File: config.mk
export PLATFORM = sky130hd
export DESIGN_NAME = multiplier_control_taint_bitwise
export DESIGN_NICKNAME = d
export VERILOG_FILES = /design/src/rtl/multiplier_taint_pkg.sv /design/src/rtl/mult_taint_counter.sv /design/src/rtl/multiplier_control_taint_bitwise.sv
export SDC_FILE = /design/constraint.sdc
export NUM_CORES = 1
export LEC_CHECK = 0
export CELL_PAD_IN_SITES_DETAIL_PLACEMENT = 1
export CELL_PAD_IN_SITES_GLOBAL_PLACEMENT = 1
export CORE_MARGIN = 1.5
export CORE_UTILIZATION = 26
export CTS_BUF_LIST = sky130_fd_sc_hd__clkbuf_8 sky130_fd_sc_hd__clkbuf_16
export DETAILED_ROUTE_END_ITERATION = 8
export PLACE_DENSITY = 0.82
export SYNTH_ARGS = -nofsm -noshare
export SYNTH_HDL_FRONTEND = slang
export SYNTH_SLANG_ARGS = --single-unit
File: constraint.sdc
create_clock -name clk -period 1.79 [get_ports clk]
set_input_delay 0.358 -clock clk [delete_from_list [all_inputs] [get_ports clk]]
set_output_delay 0.358 -clock clk [all_outputs]
set_load 0.05 [all_outputs]
File: src/rtl/multiplier_taint_pkg.sv
// -----------------------------------------------------------------------------
// multiplier_taint_pkg
//
// Shared definitions for the shift-add multiplier control slice with
// bit-precise taint tracking.
//   - state_e     : FSM state encoding (3 bits, IDLE = 0)
//   - ctrl_t      : bundle of the Moore control strobes
//   - CTRL_*      : per-state output-decode masks
//   - cnt_width() : width of the bit counter for a given operand width
// -----------------------------------------------------------------------------
package multiplier_taint_pkg;

    typedef enum logic [2:0] {
        ST_IDLE  = 3'd0,
        ST_INIT  = 3'd1,
        ST_TEST  = 3'd2,
        ST_ADD   = 3'd3,
        ST_SUB   = 3'd4,
        ST_SHIFT = 3'd5,
        ST_DONE  = 3'd6
    } state_e;

    // Control strobes towards the datapath, MSB first.
    typedef struct packed {
        logic mdld;
        logic mrld;
        logic rsclear;
        logic rsload;
        logic rssub;
        logic rsshr;
        logic product_done;
    } ctrl_t;

    localparam ctrl_t CTRL_NONE  = 7'b000_0000;
    localparam ctrl_t CTRL_INIT  = 7'b111_0000;
    localparam ctrl_t CTRL_ADD   = 7'b000_1000;
    localparam ctrl_t CTRL_SUB   = 7'b000_0100;
    localparam ctrl_t CTRL_SHIFT = 7'b000_0010;
    localparam ctrl_t CTRL_DONE  = 7'b000_0001;

    // The counter only has to hold 0..width-1, so $clog2(width) bits are
    // enough; one bit is the floor so a 2-bit operand still gets a counter.
    function automatic int unsigned cnt_width(input int unsigned width);
        return (width > 2) ? $clog2(width) : 1;
    endfunction

endpackage : multiplier_taint_pkg

File: src/rtl/mult_taint_counter.sv
// -----------------------------------------------------------------------------
// mult_taint_counter
//
// Bit-position counter for the shift-add multiplier, with a single taint bit
// cnt_t describing how trustworthy the counter value is.
//
// Ports
//   clk, rst        clock, synchronous active-high reset
//   clr_i           load 0 into the counter and replace cnt_t with taint_i
//   inc_i           advance the counter by one (ignored while clr_i is high)
//   taint_merge_i   OR taint_i into cnt_t (ignored while clr_i is high)
//   taint_i         taint source (the FSM state taint)
//   cnt_o           current bit index, 0..WIDTH-1
//   cnt_t_o         taint of cnt_o
//   last_o          cnt_o == WIDTH-1
//   last_t_o        taint of last_o (same as cnt_t_o, the compare is on cnt)
// -----------------------------------------------------------------------------
module mult_taint_counter
    import multiplier_taint_pkg::*;
#(
    parameter int WIDTH = 8,
    localparam int CNT_W = cnt_width(WIDTH)
) (
    input  logic             clk,
    input  logic             rst,
    input  logic             clr_i,
    input  logic             inc_i,
    input  logic             taint_merge_i,
    input  logic             taint_i,
    output logic [CNT_W-1:0] cnt_o,
    output logic             cnt_t_o,
    output logic             last_o,
    output logic             last_t_o
);

    localparam logic [CNT_W-1:0] CNT_LAST = CNT_W'(WIDTH - 1);
    localparam logic [CNT_W-1:0] CNT_ONE  = CNT_W'(1);

    logic [CNT_W-1:0] cnt_q, cnt_d;
    logic             cnt_t_q, cnt_t_d;

    always_comb begin
        // NOTE: every signal written here gets a default first, so no path
        // leaves it unassigned and no latch is inferred.
        cnt_d   = cnt_q;
        cnt_t_d = cnt_t_q;
        if (clr_i) begin
            cnt_d   = '0;
            cnt_t_d = taint_i;
        end else begin
            if (inc_i) begin
                cnt_d = cnt_q + CNT_ONE;
            end
            if (taint_merge_i) begin
                cnt_t_d = cnt_t_q | taint_i;
            end
        end
    end

    // NOTE: state registers use non-blocking assignments so every flop
    // samples the pre-edge value of its inputs regardless of process order.
    always_ff @(posedge clk) begin
        if (rst) begin
            cnt_q   <= '0;
            cnt_t_q <= 1'b0;
        end else begin
            cnt_q   <= cnt_d;
            cnt_t_q <= cnt_t_d;
        end
    end

    assign cnt_o    = cnt_q;
    assign cnt_t_o  = cnt_t_q;
    assign last_o   = (cnt_q == CNT_LAST);
    assign last_t_o = cnt_t_q;

endmodule : mult_taint_counter

File: src/rtl/multiplier_control_taint_bitwise.sv
// -----------------------------------------------------------------------------
// multiplier_control_taint_bitwise
//
// Control FSM for a shift-add sequential multiplier with bit-precise taint.
// Sits between the start/productDone handshake and the multiplier datapath.
// Each multiplier bit costs TEST + SHIFT, plus ADD (or SUB on the MSB in
// two's-complement mode) when the bit is 1.
//
// Parameters
//   WIDTH   operand width, >= 2
//   SIGNED  1 = two's-complement, subtract the multiplicand on bit WIDTH-1
//
// Ports
//   clk, rst                   clock, synchronous active-high reset
//   start, start_t             begin a multiply / its taint
//   multiplierReg[_t]          multiplier register and its per-bit taint;
//                              must be held stable from INIT until DONE
//   busy, busy_t               operation in progress (any state but IDLE)
//   productDone, productDone_t one-cycle done pulse
//   mdld, mrld, rsclear        load multiplicand / multiplier, clear result
//   rsload, rssub, rsshr       add / subtract multiplicand, shift result right
//   *_t                        taint of each control output (= state taint)
// -----------------------------------------------------------------------------
module multiplier_control_taint_bitwise
    import multiplier_taint_pkg::*;
#(
    parameter int WIDTH  = 8,
    parameter bit SIGNED = 1'b0
) (
    input  logic             clk,
    input  logic             rst,
    input  logic             start,
    input  logic             start_t,
    input  logic [WIDTH-1:0] multiplierReg,
    input  logic [WIDTH-1:0] multiplierReg_t,
    output logic             busy,
    output logic             busy_t,
    output logic             productDone,
    output logic             productDone_t,
    output logic             mdld,
    output logic             mrld,
    output logic             rsclear,
    output logic             rsload,
    output logic             rssub,
    output logic             rsshr,
    output logic             mdld_t,
    output logic             mrld_t,
    output logic             rsclear_t,
    output logic             rsload_t,
    output logic             rssub_t,
    output logic             rsshr_t
);

    localparam int CNT_W = cnt_width(WIDTH);

    state_e           state_q, state_d;
    logic             state_t_q, state_t_d;

    logic             cnt_clr;
    logic             cnt_inc;
    logic             cnt_merge;
    logic [CNT_W-1:0] cnt;
    logic             cnt_t;
    logic             cnt_last;
    logic             cnt_last_t;

    logic             mr_bit;
    logic             mr_bit_t;
    ctrl_t            ctrl;

    // -------------------------------------------------------------------------
    // Bit counter and its taint
    // -------------------------------------------------------------------------
    mult_taint_counter #(
        .WIDTH (WIDTH)
    ) u_counter (
        .clk           (clk),
        .rst           (rst),
        .clr_i         (cnt_clr),
        .inc_i         (cnt_inc),
        .taint_merge_i (cnt_merge),
        .taint_i       (state_t_q),
        .cnt_o         (cnt),
        .cnt_t_o       (cnt_t),
        .last_o        (cnt_last),
        .last_t_o      (cnt_last_t)
    );

    // Only the examined bit (and its own taint) feeds the branch decision.
    assign mr_bit   = multiplierReg[cnt];
    assign mr_bit_t = multiplierReg_t[cnt];

    // -------------------------------------------------------------------------
    // State register
    // -------------------------------------------------------------------------
    always_ff @(posedge clk) begin
        if (rst) begin
            state_q   <= ST_IDLE;
            state_t_q <= 1'b0;
        end else begin
            state_q   <= state_d;
            state_t_q <= state_t_d;
        end
    end

    // -------------------------------------------------------------------------
    // Next-state, state taint and counter control
    // -------------------------------------------------------------------------
    always_comb begin
        state_d   = state_q;
        state_t_d = state_t_q;
        cnt_clr   = 1'b0;
        cnt_inc   = 1'b0;
        cnt_merge = 1'b0;

        unique case (state_q)
            ST_IDLE: begin
                // Deciding not to start is itself influenced by start_t, so
                // the taint is absorbed whether or not start is high.
                state_t_d = state_t_q | start_t;
                if (start) begin
                    state_d = ST_INIT;
                end
            end

            ST_INIT: begin
                cnt_clr = 1'b1;
                state_d = ST_TEST;
            end

            ST_TEST: begin
                state_t_d = state_t_q | mr_bit_t | cnt_t;
                if (mr_bit) begin
                    state_d = (SIGNED && cnt_last) ? ST_SUB : ST_ADD;
                end else begin
                    state_d = ST_SHIFT;
                end
            end

            ST_ADD, ST_SUB: begin
                state_d = ST_SHIFT;
            end

            ST_SHIFT: begin
                // The last-bit compare reads the counter, and the counter's
                // update is steered by the (possibly tainted) state.
                state_t_d = state_t_q | cnt_last_t;
                cnt_merge = 1'b1;
                if (cnt_last) begin
                    state_d = ST_DONE;
                end else begin
                    cnt_inc = 1'b1;
                    state_d = ST_TEST;
                end
            end

            ST_DONE: begin
                state_d = ST_IDLE;
            end

            default: begin
                state_d = ST_IDLE;
            end
        endcase
    end

    // -------------------------------------------------------------------------
    // Moore output decode
    // -------------------------------------------------------------------------
    always_comb begin
        ctrl = CTRL_NONE;
        unique case (state_q)
            ST_INIT:  ctrl = CTRL_INIT;
            ST_ADD:   ctrl = CTRL_ADD;
            ST_SUB:   ctrl = CTRL_SUB;
            ST_SHIFT: ctrl = CTRL_SHIFT;
            ST_DONE:  ctrl = CTRL_DONE;
            default:  ctrl = CTRL_NONE;
        endcase
    end

    assign busy        = (state_q != ST_IDLE);
    assign mdld        = ctrl.mdld;
    assign mrld        = ctrl.mrld;
    assign rsclear     = ctrl.rsclear;
    assign rsload      = ctrl.rsload;
    assign rssub       = ctrl.rssub;
    assign rsshr       = ctrl.rsshr;
    assign productDone = ctrl.product_done;

    // Every output is a function of the state alone, so each carries the
    // state taint, even while its value is 0.
    assign busy_t        = state_t_q;
    assign productDone_t = state_t_q;
    assign mdld_t        = state_t_q;
    assign mrld_t        = state_t_q;
    assign rsclear_t     = state_t_q;
    assign rsload_t      = state_t_q;
    assign rssub_t       = state_t_q;
    assign rsshr_t       = state_t_q;

endmodule : multiplier_control_taint_bitwise

Yosys cells after proc, flatten, opt, wreduce, memory -nomap -nowiden
Cells that the tools add are included.

Multiplexer cells: 16. Reductions and logical operators: 6. Eq/ne operators: 8. Magnitude comparators: 1. Bitwise gates (word level): 4. $add $sub $neg: 1.

Operators with widths (count): $pmux W7 S5 (1); $pmux W3 S5 (1); $eq A3 B3 Y1 const B (4); $mux W3 (3); $mux W1 (8); $bmux W1 S3 (2); $eq A3 B2 Y1 const B (2); $reduce_bool A3 Y1 (2); $lt A3 B4 Y1 const B (1); $or A1 B1 Y1 (4); $reduce_or A2 Y1 (2); $add A3 B1 Y3 const B (1); $eq A3 B1 Y1 const B (1); $logic_not A3 Y1 (1); $pmux W1 S3 (1); $ne A2 B2 Y1 const B (1); $reduce_bool A2 Y1 (1).

Input bits: 20. Bits in registers: 8. Output and inout bits: 16.

Logic depth before layout (Yosys ltp)
Gate-level depths: netlist of the first run.

Word-level depth: 5. Depth in mapped cells: 6. Mapped depth without buffers: 6.

Modules after synthesis
From an unflattened synthesis of the first run, not the netlist that was laid out.

Cells, all modules: 64. Area total of the unflattened synthesis: 625.6 µm².

Modules (own cells, without submodules): multiplier_control_taint_bitwise (instances 1, cells an instance 48, area an instance 447.9 µm²); mult_taint_counter (instances 1, cells an instance 16, area an instance 177.7 µm²).

Worst setup path after synthesis of the first run
OpenSTA, ideal clock, no wires.

Path kind: register to output. Start: reg state_q[2]. End: out productDone. Data required time: 1432 ps. Stages on the path, launching flop included: 4. Slack: -455 ps. Data arrival time: 1887 ps. Cell sequence: dfxtp_1 > clkbuf_1 > inv_1 > nor3b_1.

Word-level cells in the longest chain between the ends: 2. Elaborated cells on any way between the ends: 6. Those cells by class: eq/ne: 5; mux: 1.

RTL lines: from (decl) (RTL line multiplier_control_taint_bitwise.sv:56) `state_e state_q, state_d;`; from (signal assigned) (RTL line multiplier_control_taint_bitwise.sv:101) `state_q <= state_d;`; $eq A3 B3 Y1 (tied with other cells) (RTL line multiplier_control_taint_bitwise.sv:172) `unique case (state_q)`; $pmux W7 S5 (*) (RTL line multiplier_control_taint_bitwise.sv:172); to (decl) (RTL line multiplier_control_taint_bitwise.sv:38) `output logic productDone,`.

Every way passes the cells marked *; elsewhere a longest branch is shown, timed or not.

Final worst setup path of the first run
Same ends and word-level chain as after synthesis.

==> metrics.md, run 1 <==
| Metric | Value |
|---|---|
| Startpoint Class | register |
| CTS sink cnt | 8 |
| Initial antenna violation count | 0 |
| Rows | 17 |
| DIE HEIGHT | 52.3 um |
| Worst Min Path Start | u_counter.cnt_t_o$_SDFFE_PP0P_ |
| Final setup fails | 0 |
| Clk pwr share | 24.1% |
| Residual DRC | 0 |
| Core area | 0.00225 mm2 |
| Switching Share | 40.7% |
| Dpl ws | -0.0784 ns |
| Hold Crit Endpoint | u_counter.cnt_t_o$_SDFFE_PP0P_ |
| Bufs on Longest Clock Path | 2 |
| RR Endpoint | state_q[2]$_SDFFE_PP0P_ |
| # nets final | 125 |
| Worst EP required | 1.43 ns |
| FILL cells | 269 |
| Comb pwr share | 51.1% |
| CTS tree | built |
| RSZ-0062 raised after global routing | false |
| Internal | 535 uW |
| Chip width | 52.3 um |
| PortBufs | 35 |
| Min Tclk post-route | 1.65 ns |
| Syn_nets | 94 |
| # IOs | 36 |
| Cell breakdown of the critical path | inv_1 -> nor3b_2 -> buf_12 |
| Layout Cells excl Fill | 129 |
| Hold slack | 0.499 ns |
| Worst endpoint data arrival time | 1.29 ns |
| PD cells | 836 mW/mm2 |
| Max cap viols | 0 |
| Max IR drop VDD | 0.429 mV |
| Slew @ Worst Pin | 0.314 ns |
| Hold Crit Depth | 2 |
| Yosys cell types | 33 |
| Final hold viol count | 0 |
| Clock root buffer | clkbuf_8 |
| Vias in the first global route | 626 |
| Die ar. | 0.00273 mm2 |
| Reg2reg setup slack | 0.17 ns |
| Worst Reg-to-Reg Cells | 4 |
| Syn Inst Count | 72 |
| Final wirelength | 1920 um |
| Cts hold-fix bufs | 0 |
| Placer congestion estimate | 0.704 |
| Slowest-stage cell, CP | dfxtp_2 |
| DR vias | 657 |
| Outcome | finished, final reports clean |
| Global-route wire length before repair | 2860 um |
| Grt total ovfl | 0 |
| Max-slew violation count | 0 |
| ANT nets after route | 0 |
| Slowest cell delay on critical path | 0.46 ns |
| Syn Std Cell Area | 632 um2 |
| Finished Core Util | 47.8% |
| Tot GR Track Use | 14.4% |
| Antenna cells | 0 |
| Slew margin rel. | 78.8% |
| Sw power | 367 uW |
| Crit. End Element | primary output |
| Clock Pin Slew Worst Setup and Hold Paths | 0.04 ns |
| H-tree depth | 1 |
| Crit Path Category | register to primary output |
| HPWL after DPL | 1520 um |
| Synthesized area per cell | 8.78 um2 |
| Fmax | 0.605 GHz |
| R2r startpoint | u_counter.cnt_o[0]$_SDFFE_PP0P_ |
| CTS Buf Count | 3 |
| Leakage | 0.424 nW |
| Vias/cell | 5.09 |
| First-pass iteration count of the detailed router | 4 |
| Sequential cell fraction of total power | 24.8% |
| Pin count of the biggest net entering global routing | 13 |
| Final Cycle Share | 92.3% |
| Placed Cells | 126 |
| Worst Slack Setup Final | 0.138 ns |
| Clk Latency, worst-skew pair | 0.23 ns |
| Worst Hold Class | register to register |
| Max Clock Skew | 0.00467 ns |
| Worst-path maximum fanout | 12 |
| Starting Density | 28.0% |
| Synth Register Bits | 8 |
| Drt initial violations | 12 |
| Yosys warning total | 0 |
| Layout area overhead | 70.7% |
| Sequential share of the synthesized area | 25.3% |
| Fraction of layout cells with a size suffix above 1 | 36.6% |
| Total Power | 902 uW |
| Drt wl/cell | 14.8 um |
[per-layer routing]
metal	track usage, %	routed length [um]
met5	0	0
met4	3.85	14
met3	3.71	105
met2	26.3	1050
met1	16.4	742
[cells in the final DEF, fill, tap and decap left out, types with 2 or more instances in the layout]
cell type        count
nand3b_1             3
buf_12               7
ha_1                 2
buf_4               15
nor3b_2              2
mux2_2               2
mux2i_1              4
a21oi_1              3
nor2_1               6
mux4_2               2
o21ai_0              2
dfxtp_1              7
a22oi_1              2
o22ai_1              2
clkdlybuf4s50_1     19
clkbuf_8             3
[kinds of logic (layout without fill, tap and decap cells)]
kind of cell / count (synthesis) / count (layout) / synth area share (%)
buffers and inverters: 16 / 45 / 16.2
adders and majority gates: 2 / 2 / 3.96
AOI/OAI and AO/OA: 15 / 15 / 16.2
DFF: 8 / 8 / 25.3
xor gates and xnor gates: 1 / 1 / 1.39
and+or+nand+nor: 22 / 22 / 19.8
muxes: 8 / 8 / 17.0
[worst max-delay path by stage]
stage / startpoint / endpoint / slack, ns / cells past startpoint
floorplan: state_q[2]$_SDFFE_PP0P_ / rsshr / -0.05 / 3
global placement: multiplierReg[7] / state_q[2]$_SDFFE_PP0P_ / 0.03 / 5
detailed placement: multiplierReg[7] / state_q[2]$_SDFFE_PP0P_ / -0.08 / 5
CTS: state_q[0]$_SDFFE_PP0P_ / mdld / 0.05 / 3
global route: state_q[2]$_SDFFE_PP0P_ / productDone / 0.03 / 3
finish: state_q[2]$_SDFFE_PP0P_ / productDone / 0.14 / 3
[power by group through the flow]
| stage | Combinational [mW] | Sequential (mW) | Clock, mW |
|---|---|---|---|
| 5_1_grt | 0.480 | 0.228 | 0.232 |
| 6_report | 0.461 | 0.223 | 0.217 |
| 3_3_place_gp | 0.451 | 0.224 | 0 |
| 3_5_place_dp | 0.460 | 0.226 | 0 |
| 2_1_floorplan | 0.307 | 0.220 | 0 |
| 4_1_cts | 0.462 | 0.224 | 0.226 |
[cell usage after synthesis, drive strengths merged]
cell    number  area [um2]
mux2i        4        40.0
nand2        1        3.75
nor3         1        5.00
o311ai       1        8.76
buf         12        87.6
mux2         2        22.5
a22oi        2        15.0
nor4         1        6.26
nand2b       2        12.5
or3          1        6.26
nand3        1        5.00
ha           2        25.0
dfxtp        8         160
o22ai        2        12.5
a211oi       1        7.51
o21ai        2        10.0
or3b         1        8.76
a31o         1        8.76
clkbuf       3        11.3
mux4         2        45.0
a22o         1        8.76
a21o         1        7.51
nand3b       3        22.5
xnor2        1        8.76
a32oi        1        8.76
a21oi        3        15.0
inv          1        3.75
nor2         7        26.3
nor3b        3        22.5
and3         1        6.26
[state kept, by name (all words and copies together) (netlist names)]
name / cells
u_counter.cnt_t_o: 1
state_q: 3
u_counter.cnt_o: 3
busy_t: 1
[metrics by stage]
stage                     cell area [um2]  setup TNS (ns)
after detailed placement             1030         -0.0784
final                                1080               0
after CTS                            1070               0
after global placement               1030               0
after global routing                 1080               0
after floorplan                       649          -0.102
[what timing repair did]
action	CTS	global route
resized for setup	1	3
endpoints found under the setup margin	4	7
endpoints found under the hold margin	0	0
pin swaps	0	0
buffers inserted	0	0
[final cells by class]
type / instances / area (um2) / area share, %
Clock buffer: 3 / 41.3 / 3.83
Tap cell: 28 / 35.0 / 3.25
Multi-Input combinational cell: 48 / 394 / 36.5
Inverter: 1 / 3.75 / 0.348
Sequential cell: 8 / 161 / 15.0
Timing Repair Buffer: 41 / 443 / 41.1
[critical path: cells and delay by family (launching register included)]
family                 cells  cell delay (ns)
flip-flops                 1             0.46
buffers and inverters      2             0.32
AND/OR/NAND/NOR            1             0.27
(Power assumes the default switching activity.)
==> inputs of run 2 (changes only) <==
--- a/config.mk
+++ b/config.mk
@@ -7,7 +7,7 @@
 export LEC_CHECK = 0
 export CELL_PAD_IN_SITES_DETAIL_PLACEMENT = 1
 export CELL_PAD_IN_SITES_GLOBAL_PLACEMENT = 1
-export CORE_MARGIN = 1.5
+export CORE_MARGIN = 5
 export CORE_UTILIZATION = 26
 export CTS_BUF_LIST = sky130_fd_sc_hd__clkbuf_8 sky130_fd_sc_hd__clkbuf_16
 export DETAILED_ROUTE_END_ITERATION = 8
==> metrics.md, run 2 (same netlist as run 1, synthesis figures left out) <==
| Metric | Value |
|---|---|
| # IOs | 36 |
| Dpl ws | -0.0201 ns |
| PortBufs | 35 |
| Global-route wire length before repair | 3140 um |
| PD cells | 842 mW/mm2 |
| Slowest cell delay on critical path | 0.53 ns |
| Placer congestion estimate | 0.764 |
| Starting Density | 27.8% |
| Worst EP required | 1.43 ns |
| Final hold viol count | 0 |
| Drt wl/cell | 14.5 um |
| Pin count of the biggest net entering global routing | 12 |
| Vias/cell | 5.12 |
| Outcome | finished, final reports clean |
| Rows | 17 |
| Crit. End Element | primary output |
| Max Clock Skew | 0.00163 ns |
| Placed cell area | 0.00114 mm2 |
| Critical path's top delay family | flip-flops |
| Leakage | 0.456 nW |
| Chip width | 59.3 um |
| Startpoint Class | register |
| Worst Slack Setup Final | 0.170 ns |
| Worst Hold Class | register to register |
| Core area | 0.00228 mm2 |
| Crit Path Category | register to primary output |
| FILL cells | 241 |
| Max IR drop VDD | 0.436 mV |
| Max-slew violation count | 0 |
| Clock Pin Slew Worst Setup and Hold Paths | 0.04 ns |
| Antenna cells | 0 |
| Worst endpoint data arrival time | 1.26 ns |
| CTS Buf Count | 3 |
| Die ar. | 0.00352 mm2 |
| ANT nets after route | 0 |
| Design area | 0.00119 mm2 |
| Final Cycle Share | 90.5% |
| Clk Latency, worst-skew pair | 0.23 ns |
| Final setup fails | 0 |
| Cell breakdown of the critical path | nand2b_4 -> nor2_1 -> buf_12 |
| Grt total ovfl | 0 |
| Clock root buffer | clkbuf_8 |
| CTS tree | built |
| Worst-path maximum fanout | 11 |
| H-tree depth | 1 |
| CTS sink cnt | 8 |
| Slew @ Worst Pin | 0.368 ns |
| Buf+Inv Stages, Crit Path | 1 |
| Max cap viols | 0 |
| Min Tclk post-route | 1.62 ns |
| Drt initial violations | 8 |
| Commonest non-fill, non-tap cell in the layout | clkdlybuf4s50_1 |
| Vias in the first global route | 678 |
| Commonest non-fill, non-tap cells in the layout | clkdlybuf4s50_1 (19), buf_12 (15), buf_4 (8), dfxtp_1 (7), nor2_1 (6) |
| Initial antenna violation count | 0 |
| Final wirelength | 1880 um |
| Bufs on Longest Clock Path | 2 |
| DIE HEIGHT | 59.3 um |
| # nets final | 126 |
| Slew margin rel. | 75.4% |
| Total Power | 999 uW |
| DR vias | 666 |
| Layout area overhead | 87.7% |
| HPWL after DPL | 1610 um |
| Tot GR Track Use | 11.6% |
| RSZ-0062 raised after global routing | false |
| Residual DRC | 0 |
| Fraction of layout cells with a size suffix above 1 | 36.3% |
| Fin Setup TNS | 0 ns |
| First-pass iteration count of the detailed router | 4 |
| Slowest-stage cell, CP | dfxtp_1 |
| Fmax | 0.617 GHz |
==> run 2: where the power goes <==
group | total [mW] | switching, mW | internal [mW]
Sequential | 0.214 | 0.0210 | 0.193
Combinational | 0.569 | 0.294 | 0.275
Clock | 0.216 | 0.0703 | 0.146
Total | 0.999 | 0.385 | 0.613
==> run 2: final timing paths <==
check / start / to / slack [ns] / depth (start not counted)
setup reg to reg: u_counter.cnt_o[0]$_SDFFE_PP0P_ / u_counter.cnt_o[1]$_SDFFE_PP0P_ / 0.17 / 6
hold reg to reg: busy_t$_SDFFE_PP0P_ / u_counter.cnt_t_o$_SDFFE_PP0P_ / 0.51 / 2
setup / recovery: state_q[1]$_SDFFE_PP0P_ / rsshr / 0.17 / 3
hold / removal: busy_t$_SDFFE_PP0P_ / u_counter.cnt_t_o$_SDFFE_PP0P_ / 0.51 / 2
==> run 2: layout make-up <==
cell class	count	area [um2]	share of cell area (%)
repair buffers	42	551	46.4
multi-input cells	48	394	33.2
flip-flops and latches	8	161	13.6
clock buffers	3	41.3	3.48
well taps	28	35.0	2.95
inverters	1	3.75	0.316
==> run 2: per-stage QoR <==
| step | hold WS, ns | util (%) | cells |
|---|---|---|---|
| after global routing | 0.520 | 52.1 | 130 |
| after detailed placement | 0.501 | 49.9 | 127 |
| after CTS | 0.508 | 51.8 | 130 |
| after floorplan | 0.468 | - | 72 |
| final | 0.508 | 52.1 | 130 |
| after global placement | 0.477 | 49.9 | 127 |
==> run 2: metal layers <==
layer  track usage, %  vias up  routed length, um
met5                0        -                  0
met4             2.91        0                  0
met3             3.70        0                105
met2             20.1       20               1010
met1             13.6      330                761
li1                 -      316                  -
==> run 2: timing repair <==
item | CTS | global route
hold buffers | 0 | 0
endpoints found under the setup margin | 1 | 4
gates resized for setup | 1 | 2
setup buffers | 0 | 0
==> run 2: worst min-delay path, cell delays in order, from the launching register on <==
cell	delay [ns]
dfxtp_1	0.31
nand3b_1	0.08
a21oi_1	0.06
